### config.mk
export PLATFORM = sky130hd
export DESIGN_NAME = fetch_unit_flat
export DESIGN_NICKNAME = d
export VERILOG_FILES = /design/src/rtl/fetch_unit_pkg.sv /design/src/rtl/fetch_unit_if.sv /design/src/rtl/fetch_unit_skid_buf.sv /design/src/rtl/fetch_unit.sv /design/src/flat_wrapper.sv
export SDC_FILE = /design/constraint.sdc
export NUM_CORES = 1
export LEC_CHECK = 0
export CAP_MARGIN = 30
export CORE_ASPECT_RATIO = 0.9
export CORE_MARGIN = 2
export CORE_UTILIZATION = 37
export CTS_CLUSTER_SIZE = 28
export DETAILED_ROUTE_END_ITERATION = 7
export PLACE_DENSITY = 0.61
export SYNTH_ARGS = -nofsm -noshare
export SYNTH_HDL_FRONTEND = slang
export SYNTH_SLANG_ARGS = --single-unit
### constraint.sdc
create_clock -name clk -period 3.3 [get_ports clk]
set_input_delay 0.33 -clock clk [delete_from_list [all_inputs] [get_ports clk]]
set_output_delay 0.33 -clock clk [all_outputs]
set_load 0.005 [all_outputs]
### src/rtl/fetch_unit_pkg.sv
// Shared definitions for the instruction-fetch slice: data width, the canonical
// NOP encoding and the fetch sequencer state encoding.
package rv_pkg;

  localparam int XLEN = 32;

  // addi x0, x0, 0
  localparam logic [XLEN-1:0] NOP_INSTR = 32'h0000_0013;

  typedef enum logic [1:0] {
    REQ  = 2'd0,
    WAIT = 2'd1,
    HOLD = 2'd2,
    DROP = 2'd3
  } fetch_state_t;

endpackage

### src/rtl/fetch_unit_if.sv
// Instruction-memory port: valid/ready request channel plus a valid-only
// response channel carrying exactly one word per accepted request.
interface fetch_unit_if;

  logic                     imem_req_valid;
  logic [rv_pkg::XLEN-1:0]  imem_req_addr;
  logic                     imem_req_ready;
  logic                     imem_resp_valid;
  logic [rv_pkg::XLEN-1:0]  imem_resp_data;

  modport master (
    output imem_req_valid,
    output imem_req_addr,
    input  imem_req_ready,
    input  imem_resp_valid,
    input  imem_resp_data
  );

  modport slave (
    input  imem_req_valid,
    input  imem_req_addr,
    output imem_req_ready,
    output imem_resp_valid,
    output imem_resp_data
  );

endinterface

### src/rtl/fetch_unit_skid_buf.sv
// Single-entry {pc, instr} holding register for a response that arrives while
// the IF/ID register is occupied and stalled.
module fetch_skid_buf
  import rv_pkg::*;
(
  input  logic            clk,
  input  logic            reset,
  input  logic            load,
  input  logic            unload,
  input  logic            clear,
  input  logic [XLEN-1:0] load_pc,
  input  logic [XLEN-1:0] load_instr,
  output logic            full,
  output logic [XLEN-1:0] pc,
  output logic [XLEN-1:0] instr
);

  logic            full_reg;
  logic [XLEN-1:0] pc_reg;
  logic [XLEN-1:0] instr_reg;

  // clear wins over load so a redirect can never leave a stale word behind
  always_ff @(posedge clk) begin
    if (!reset || clear) begin
      full_reg  <= 1'b0;
      pc_reg    <= '0;
      instr_reg <= NOP_INSTR;
    end else if (load) begin
      full_reg  <= 1'b1;
      pc_reg    <= load_pc;
      instr_reg <= load_instr;
    end else if (unload) begin
      full_reg  <= 1'b0;
    end
  end

  assign full  = full_reg;
  assign pc    = pc_reg;
  assign instr = instr_reg;

endmodule

### src/rtl/fetch_unit.sv
// Fetch stage: owns the PC, keeps one request outstanding to instruction memory
// and presents fetched words through a registered IF/ID stage that holds on stall.
module fetch_unit
  import rv_pkg::*;
#(
  parameter logic [31:0] RESET_PC  = 32'h0000_0000,
  parameter logic [31:0] NOP_INSTR = rv_pkg::NOP_INSTR
) (
  input  logic                clk,
  input  logic                reset,
  input  logic                stall,
  input  logic                redirect,
  input  logic [XLEN-1:0]     redirect_pc,
  fetch_unit_if.master        imem,
  output logic [XLEN-1:0]     instruction,
  output logic [XLEN-1:0]     if_pc,
  output logic                if_valid,
  output logic                misaligned
);

  fetch_state_t    state_reg;
  logic [XLEN-1:0] pc_reg;
  logic [XLEN-1:0] instr_reg;
  logic [XLEN-1:0] if_pc_reg;
  logic            if_valid_reg;
  logic            misaligned_reg;

  logic            if_free;
  logic            skid_load;
  logic            skid_unload;
  logic            skid_full;
  logic [XLEN-1:0] skid_pc;
  logic [XLEN-1:0] skid_instr;

  assign if_free     = !if_valid_reg || !stall;
  assign skid_load   = !redirect && (state_reg == WAIT) && imem.imem_resp_valid && !if_free;
  assign skid_unload = !redirect && (state_reg == HOLD) && !stall;

  fetch_skid_buf u_skid (
    .clk        (clk),
    .reset      (reset),
    .load       (skid_load),
    .unload     (skid_unload),
    .clear      (redirect),
    .load_pc    (pc_reg),
    .load_instr (imem.imem_resp_data),
    .full       (skid_full),
    .pc         (skid_pc),
    .instr      (skid_instr)
  );

  assign imem.imem_req_valid = (state_reg == REQ);
  assign imem.imem_req_addr  = pc_reg;

  always_ff @(posedge clk) begin
    if (!reset) begin
      state_reg      <= REQ;
      pc_reg         <= RESET_PC;
      instr_reg      <= NOP_INSTR;
      if_pc_reg      <= '0;
      if_valid_reg   <= 1'b0;
      misaligned_reg <= 1'b0;
    end else begin
      misaligned_reg <= 1'b0;
      if (redirect) begin
        pc_reg         <= {redirect_pc[XLEN-1:2], 2'b00};
        if_valid_reg   <= 1'b0;
        instr_reg      <= NOP_INSTR;
        misaligned_reg <= |redirect_pc[1:0];
        // a request already accepted still owes us a response, which must be swallowed
        case (state_reg)
          REQ:     state_reg <= imem.imem_req_ready ? DROP : REQ;
          WAIT:    state_reg <= imem.imem_resp_valid ? REQ : DROP;
          HOLD:    state_reg <= REQ;
          default: state_reg <= DROP;
        endcase
      end else begin
        if (!stall) begin
          if_valid_reg <= 1'b0;
          instr_reg    <= NOP_INSTR;
        end
        case (state_reg)
          REQ: begin
            if (imem.imem_req_ready) state_reg <= WAIT;
          end
          WAIT: begin
            if (imem.imem_resp_valid) begin
              if (if_free) begin
                instr_reg    <= imem.imem_resp_data;
                if_pc_reg    <= pc_reg;
                if_valid_reg <= 1'b1;
                pc_reg       <= pc_reg + 32'd4;
                state_reg    <= REQ;
              end else begin
                state_reg    <= HOLD;
              end
            end
          end
          HOLD: begin
            if (!stall && skid_full) begin
              instr_reg    <= skid_instr;
              if_pc_reg    <= skid_pc;
              if_valid_reg <= 1'b1;
              pc_reg       <= pc_reg + 32'd4;
              state_reg    <= REQ;
            end
          end
          default: begin
            if (imem.imem_resp_valid) state_reg <= REQ;
          end
        endcase
      end
    end
  end

  assign instruction = instr_reg;
  assign if_pc       = if_pc_reg;
  assign if_valid    = if_valid_reg;
  assign misaligned  = misaligned_reg;

endmodule

### src/flat_wrapper.sv
// flat-port wrapper written by rule: the top's interface ports become plain ports
module fetch_unit_flat import rv_pkg::*;
#(
  parameter logic [31:0] RESET_PC  = 32'h0000_0000,
  parameter logic [31:0] NOP_INSTR = rv_pkg::NOP_INSTR
)
  (clk, reset, stall, redirect, redirect_pc, instruction, if_pc, if_valid, misaligned, imem_imem_req_valid, imem_imem_req_addr, imem_imem_req_ready, imem_imem_resp_valid, imem_imem_resp_data);
  fetch_unit_if imem_i ();
  input  logic clk;
  input  logic reset;
  input  logic stall;
  input  logic redirect;
  input  logic [XLEN-1:0] redirect_pc;
  output logic [XLEN-1:0] instruction;
  output logic [XLEN-1:0] if_pc;
  output logic if_valid;
  output logic misaligned;
  output wire logic [$bits(imem_i.imem_req_valid)-1:0] imem_imem_req_valid;
  output wire logic [$bits(imem_i.imem_req_addr)-1:0] imem_imem_req_addr;
  input wire logic [$bits(imem_i.imem_req_ready)-1:0] imem_imem_req_ready;
  input wire logic [$bits(imem_i.imem_resp_valid)-1:0] imem_imem_resp_valid;
  input wire logic [$bits(imem_i.imem_resp_data)-1:0] imem_imem_resp_data;
  assign imem_imem_req_valid = imem_i.imem_req_valid;
  assign imem_imem_req_addr = imem_i.imem_req_addr;
  assign imem_i.imem_req_ready = imem_imem_req_ready;
  assign imem_i.imem_resp_valid = imem_imem_resp_valid;
  assign imem_i.imem_resp_data = imem_imem_resp_data;
  fetch_unit #(.RESET_PC(RESET_PC), .NOP_INSTR(NOP_INSTR)) u_core (.clk(clk), .reset(reset), .stall(stall), .redirect(redirect), .redirect_pc(redirect_pc), .imem(imem_i), .instruction(instruction), .if_pc(if_pc), .if_valid(if_valid), .misaligned(misaligned));
endmodule
==> results of run 1 <==
cells in the mapped netlist (4+ instances only):
cell type  count  area share
a31oi_1        5      0.0044
a2111oi_4      4       0.015
a22o_1        29       0.036
nor2_1        76       0.040
clkbuf_1      49       0.026
and3_1         8      0.0070
and4_1         8      0.0098
a22oi_1       30       0.032
mux2i_1       33       0.046
o31ai_1        4      0.0042
nand3_1       22       0.015
inv_1         11      0.0058
a21oi_1       85       0.060
ha_1           5      0.0088
a2111oi_2     10       0.021
nand2_1      141       0.074
or4_1          4      0.0042
a211oi_1      34       0.036
nor3_1        12      0.0084
nand4_1        7      0.0062
dfxtp_1      159        0.45
xnor2_1       14       0.017
buf_4          7      0.0074
buf_1          5      0.0026
o21ai_0       32       0.022
buf_2         11      0.0077
layout make-up:
class	instances	area (µm²)	share of cell area
sequential	159	3180	0.332
clock buffer	18	439	0.0458
tap	250	313	0.0326
clock inverter	14	179	0.0187
multi-input combinational	593	3590	0.375
timing repair buffer	185	1820	0.190
inverter	13	48.8	0.00509
power breakdown:
group / switching [µW] / total, µW / internal (µW) / leakage (µW)
Combinational: 281 / 553 / 272 / 0.00149
Sequential: 71.2 / 2040 / 1970 / 0.00129
Clock: 856 / 2080 / 1230 / 0.000300
final timing paths:
path / start / end / slack, ns / cells past startpoint
hold / removal: u_core.u_skid.instr[26] / u_core.u_skid.instr[26] / 0.46 / 2
setup / recovery: u_core.state_reg[1] / u_core.imem.imem_req_addr[31] / 0.73 / 7
setup reg to reg: u_core.state_reg[1] / u_core.imem.imem_req_addr[31] / 0.73 / 7
hold reg to reg: u_core.u_skid.instr[26] / u_core.u_skid.instr[26] / 0.46 / 2
through the flow:
stage / setup slack, ns / cells / total power [µW] / utilization
final: 0.733 / 1232 / 4680 / 0.503
after floorplan: 1.18 / 839 / 2350 / -
after CTS: 0.729 / 1232 / 4720 / 0.503
after global placement: 0.583 / 1200 / 2640 / 0.471
after detailed placement: 0.570 / 1200 / 2640 / 0.471
after global routing: 0.513 / 1232 / 4860 / 0.503
worst min-delay path, delay by kind of cell, from the launching register on:
family	cells	cell delay, ns
and+or+nand+nor	1	0.05
DFF	1	0.31
AOI/OAI and AO/OA	1	0.05
per-layer routing:
metal | vias up | wire (µm) | track usage
li1 | 3245 | - | -
met1 | 3061 | 9840 | 0.280
met2 | 142 | 9290 | 0.306
met3 | 19 | 893 | 0.0414
met4 | 0 | 348 | 0.0587
met5 | - | 0 | 0
kinds of logic (layout without fill, tap and decap cells):
family	Yosys count	after routing	share of synthesized area
simple gates	287	287	0.174
fa+ha+maj	5	5	0.00879
mux	33	33	0.0464
compound gates	248	248	0.250
buf+inv	87	230	0.0536
other cells	1	4	0.000527
flops	159	159	0.447
xor+xnor	16	16	0.0197
==> flow_metrics.py, run 1 <==
metrics = {
    "run_status": {
        "run_status": "finished, final reports clean",
    },
    "floorplanning": {
        "chipHeight_um": 136,
        "core_area_um2": 19000,
        "die-area_um2": 20400,
        "floorplan.die.width_um": 150,
        "top_level_ports": 169,
        "effective_utilization_at_floorplan": 0.374,
        "std_cell_rows": 48,
    },
    "layout": {
        "nFillCells": 1822,
        "num_antenna_cells": 0,
        "layout.cells.most_common_list": "164 x clkdlybuf4s50_1, 159 x dfxtp_1, 140 x nand2_1",
        "design.final.nets": 1044,
        "mostFrequentLayoutCell": "clkdlybuf4s50_1",
        "final_non_filler_cell_area_um2": 9580,
        "post_route_cells_drive_above_1_share": 0.0784,
        "synthToLayoutAreaGrowth_pct": 34.6,
    },
    "drt": {
        "dr.first_iter.drc_count": 397,
        "num_vias": 6467,
        "post_drt_via_cell_ratio": 5.25,
        "wl_per_cell_um": 16.5,
        "post-route-drc-count": 0,
        "routed_wl_um": 20400,
        "final_antenna_net_count": 0,
        "first_pass_iters": 5,
    },
    "grt": {
        "grt_first_pass_wirelength_um": 31900,
        "globalRoute.totalOverflow": 0,
        "antenna_found_initial": 0,
        "pin_count_of_the_biggest_net_entering_global_routing": 44,
        "grt_pass1_vias": 5859,
        "track_usage": 0.199,
    },
    "timing": {
        "layout_worst_path_cycle_share": 0.778,
        "finalWorstPathRequiredPeriod_ns": 2.57,
        "max_slew_margin": 0.487,
        "clock_skew_ns": 0.00985,
        "setup_total_negative_slack_ns": 0,
        "drv_slew": 0,
        "max_slew.worst_pin.slew_ns": 0.769,
        "setup_violations": 0,
        "max_freq_mhz": 390,
        "timing.hold.ws_ns": 0.455,
        "rsz0062_at_grt": "no",
        "final_hold_viol_count": 0,
    },
    "setup_path": {
        "largest_fanout_on_the_critical_path": 15,
        "cpPeakStageDelay_ns": 0.72,
        "worstPathCellList": "inv_1, ha_1, inv_2, a2111o_1, a21o_1, or4_1, o2111a_1",
        "setup.worst_path.start_class": "flip-flop",
        "cpMaxStageDelayCell": "a2111o_1",
        "path_class": "flip-flop to flip-flop",
        "cp.required_ns": 3.61,
        "cp.arrival_ns": 2.87,
        "critical-path-top-delay-family": "compound AO/OA/AOI/OAI gates",
        "crit_path_end_kind": "flip-flop",
        "critPathBufInv": 2,
    },
    "pwr": {
        "power.ir.vdd_worst_mv": 0.328,
        "pwr_density_cell_nw_per_um2": 488,
        "static-leakage-power_uw": 0.00308,
    },
    "synthesis": {
        "post_synth_num_cell_types": 48,
        "synth-seq-cells": 159,
        "asyncSetResetFlopFracSynth": 0,
        "synth.yosys.seq_area_share": 0.447,
        "netlist_instances": 836,
        "synthesis.yosys.warnings": 0,
        "synth_flop_cell": "dfxtp_1",
        "syn_avg_cell_area_um2": 8.52,
        "number_of_enable_type_register_cells_in_the_synthesized_netlist": 0,
        "post_synth_instance_area_um2": 7120,
    },
    "clock_network": {
        "cts_htree_levels": 4,
        "worst_skew_pair.late_latency_ns": 0.42,
        "cts_hold_buf": 0,
        "worst_setup_hold_path_clk_slew_ns": 0.07,
        "clockRootBuffer": "clkbuf_16",
        "cts.repair_timing.setup_buffer_count": 0,
        "tritoncts_num_sinks": 159,
        "cts_tree": "done",
        "clock_path_buffers": 2,
        "post_cts_resize_count": 0,
        "tritoncts.num_buffers": 17,
    },
    "placement": {
        "port_buffers": 164,
        "placedInstanceArea_um2": 8960,
        "detailedPlacementHpwl_um": 13500,
        "place.gp.congestion": 0.777,
    },
    "run": {
        "maxCapViolations": 0,
    },
    "worst_hold_path": {
        "hp-class": "flip-flop to flip-flop",
    },
}
Power figures use the tool's default switching activity.
==> run 2: changes to the inputs <==
--- a/config.mk
+++ b/config.mk
@@ -11,7 +11,7 @@
 export CORE_UTILIZATION = 37
 export CTS_CLUSTER_SIZE = 28
 export DETAILED_ROUTE_END_ITERATION = 7
-export PLACE_DENSITY = 0.61
+export PLACE_DENSITY = 0.64
 export SYNTH_ARGS = -nofsm -noshare
 export SYNTH_HDL_FRONTEND = slang
 export SYNTH_SLANG_ARGS = --single-unit
==> constraint.sdc (replaced) <==
create_clock -name clk -period 2.1 [get_ports clk]
set_input_delay 0.21 -clock clk [delete_from_list [all_inputs] [get_ports clk]]
set_output_delay 0.21 -clock clk [all_outputs]
set_load 0.005 [all_outputs]
==> flow_metrics.py, run 2 (synthesized netlist as in run 1, its figures left out) <==
metrics = {
    "floorplanning": {
        "die-area_um2": 20400,
        "top_level_ports": 169,
        "effective_utilization_at_floorplan": 0.374,
        "chipHeight_um": 136,
        "core_area_um2": 19000,
        "std_cell_rows": 48,
        "floorplan.die.width_um": 150,
    },
    "layout": {
        "num_antenna_cells": 0,
        "post_route_cells_drive_above_1_share": 0.157,
        "layout.core_utilization": 0.545,
        "synthToLayoutAreaGrowth_pct": 45.8,
        "layout.cells.most_common_list": "164 x clkdlybuf4s50_1, 157 x dfxtp_1, 140 x nand2_1",
        "design.final.nets": 1107,
        "mostFrequentLayoutCell": "clkdlybuf4s50_1",
    },
    "clock_network": {
        "clock_path_buffers": 2,
        "cts_tree": "done",
        "worst_skew_pair.late_latency_ns": 0.42,
        "cts_htree_levels": 4,
        "clockRootBuffer": "clkbuf_16",
        "tritoncts.num_buffers": 17,
        "tritoncts_num_sinks": 159,
        "worst_setup_hold_path_clk_slew_ns": 0.07,
    },
    "placement": {
        "detailedPlacementHpwl_um": 14400,
        "place.gp.congestion": 0.871,
        "port_buffers": 164,
    },
    "pwr": {
        "power.ir.vdd_worst_mv": 0.562,
        "switchingPower_uw": 1950,
        "internal_power_uw": 5440,
        "clock_power_share": 0.425,
        "pwr_density_cell_nw_per_um2": 713,
        "total_power_uw": 7400,
        "p_comb_frac": 0.147,
        "static-leakage-power_uw": 0.00345,
        "power_frac_seq": 0.428,
        "power.switching_fraction": 0.264,
    },
    "run": {
        "maxCapViolations": 0,
    },
    "setup_path": {
        "path_class": "flip-flop to flip-flop",
        "cpPeakStageDelay_ns": 0.51,
        "r2r-start": "u_core.state_reg[0]",
        "setup.worst_path.start_class": "flip-flop",
        "depth_of_the_critical_timing_path_with_buffers_and_inverters_included": 9,
        "setup_slack_on_the_worst_flop_to_flop_path_ns": 0.002,
        "crit_path_end_kind": "flip-flop",
        "critPathBufInv": 4,
        "worst-r2r-cell-count": 9,
        "cp.arrival_ns": 2.42,
        "worstPathCellList": "inv_4, ha_4, a2111o_1, buf_6, a21oi_4, buf_4, buf_8, nor2_1, a211oi_1",
        "critical-path-top-delay-family": "compound AO/OA/AOI/OAI gates",
        "crit-reg2reg-capture": "u_core.if_pc[27]",
        "worst_setup_path_startpoint": "u_core.state_reg[0]",
        "cp.required_ns": 2.42,
        "endpoint": "u_core.if_pc[27]",
        "largest_fanout_on_the_critical_path": 10,
        "cpMaxStageDelayCell": "a2111o_1",
    },
    "drt": {
        "num_vias": 6831,
        "wl_per_cell_um": 17.0,
        "final_antenna_net_count": 0,
        "routed_wl_um": 22000,
        "post_drt_via_cell_ratio": 5.27,
        "first_pass_iters": 4,
        "post-route-drc-count": 0,
        "dr.first_iter.drc_count": 470,
    },
    "grt": {
        "pin_count_of_the_biggest_net_entering_global_routing": 55,
        "track_usage": 0.205,
        "antenna_found_initial": 0,
        "globalRoute.totalOverflow": 0,
        "grt_first_pass_wirelength_um": 33100,
        "grt_pass1_vias": 6301,
    },
    "timing": {
        "layout_worst_path_cycle_share": 0.999,
        "max_freq_mhz": 477,
        "clock_skew_ns": 0.0118,
        "setup_violations": 0,
        "max_slew_margin": 0.556,
        "max_slew.worst_pin.slew_ns": 0.665,
        "drv_slew": 0,
        "finalWorstPathRequiredPeriod_ns": 2.10,
        "final_hold_viol_count": 0,
        "rsz0062_at_grt": "yes",
        "setup_total_negative_slack_ns": 0,
    },
    "worst_hold_path": {
        "hp-class": "input pin to flip-flop",
    },
    "run_status": {
        "run_status": "finished, final reports clean",
    },
}
run 2: cell types whose count changed in the layout (fill, tap and decap cells not counted), sizes merged:
| cell | change |
|---|---|
| bufinv | -1 |
| inv | -1 |
| clkbuf | +2 |
| clkinvlp | +2 |
| buf | +61 |
run 2: how the worst min path moves through the flow:
stage                                       start                 endpoint  slack [ns]  cells after the start
final                     imem_imem_resp_data[30]  u_core.u_skid.instr[30]        0.36                      3
after global routing      imem_imem_resp_data[19]  u_core.u_skid.instr[19]        0.35                      3
after CTS                 imem_imem_resp_data[30]  u_core.u_skid.instr[30]        0.35                      3
after detailed placement  u_core.u_skid.instr[28]  u_core.u_skid.instr[28]        0.45                      2
after global placement       u_core.u_skid.pc[16]     u_core.u_skid.pc[16]        0.44                      2
after floorplan            imem_imem_resp_data[0]   u_core.u_skid.instr[0]        0.33                      2
run 2: repair_timing:
action / 4_1_cts / 5_1_grt
resized for setup: 4 / 35
setup buffers: 1 / 7
hold buffers: 0 / 0
endpoints found under the setup margin: 7 / 51
gates cloned: 0 / 3
pin swaps: 2 / 19
run 2: worst min-delay path, cell delays in order:
cell             delay (ns)
clkdlybuf4s50_1        0.41
nand2_1                0.06
a21oi_1                0.05
run 2: layout make-up:
class                      instances  area [µm²]
clock inverter                    14         155
sequential                       159        3190
inverter                          13        51.3
tap                              250         313
fill                            1723        8660
multi-input combinational        593        3780
timing repair buffer             248        2450
clock buffer                      18         439
run 2: power groups by stage:
stage	logic [µW]	registers, µW	clock network, µW
CTS	1030	3160	3210
detailed placement	1030	3230	0
finish	1090	3160	3150
global placement	1020	3230	0
floorplan	449	3240	0
global route	1170	3170	3350
run 2: per-layer routing:
layer,wire length [µm],GRT usage
met2,10400,0.329
met5,0,0
met1,10100,0.274
met4,390,0.0582
met3,1120,0.0525
run 2: through the flow:
| stage | hold slack, ns | area, µm² | worst slack [ns] | cells |
|---|---|---|---|---|
| final | 0.361 | 10400 | 0.00163 | 1295 |
| after global routing | 0.355 | 10400 | -0.0893 | 1295 |
| after CTS | 0.348 | 10100 | -0.0355 | 1285 |
| after detailed placement | 0.447 | 9440 | -0.161 | 1252 |
| after global placement | 0.440 | 9440 | -0.0887 | 1252 |
| after floorplan | 0.333 | 7140 | 0.00699 | 839 |
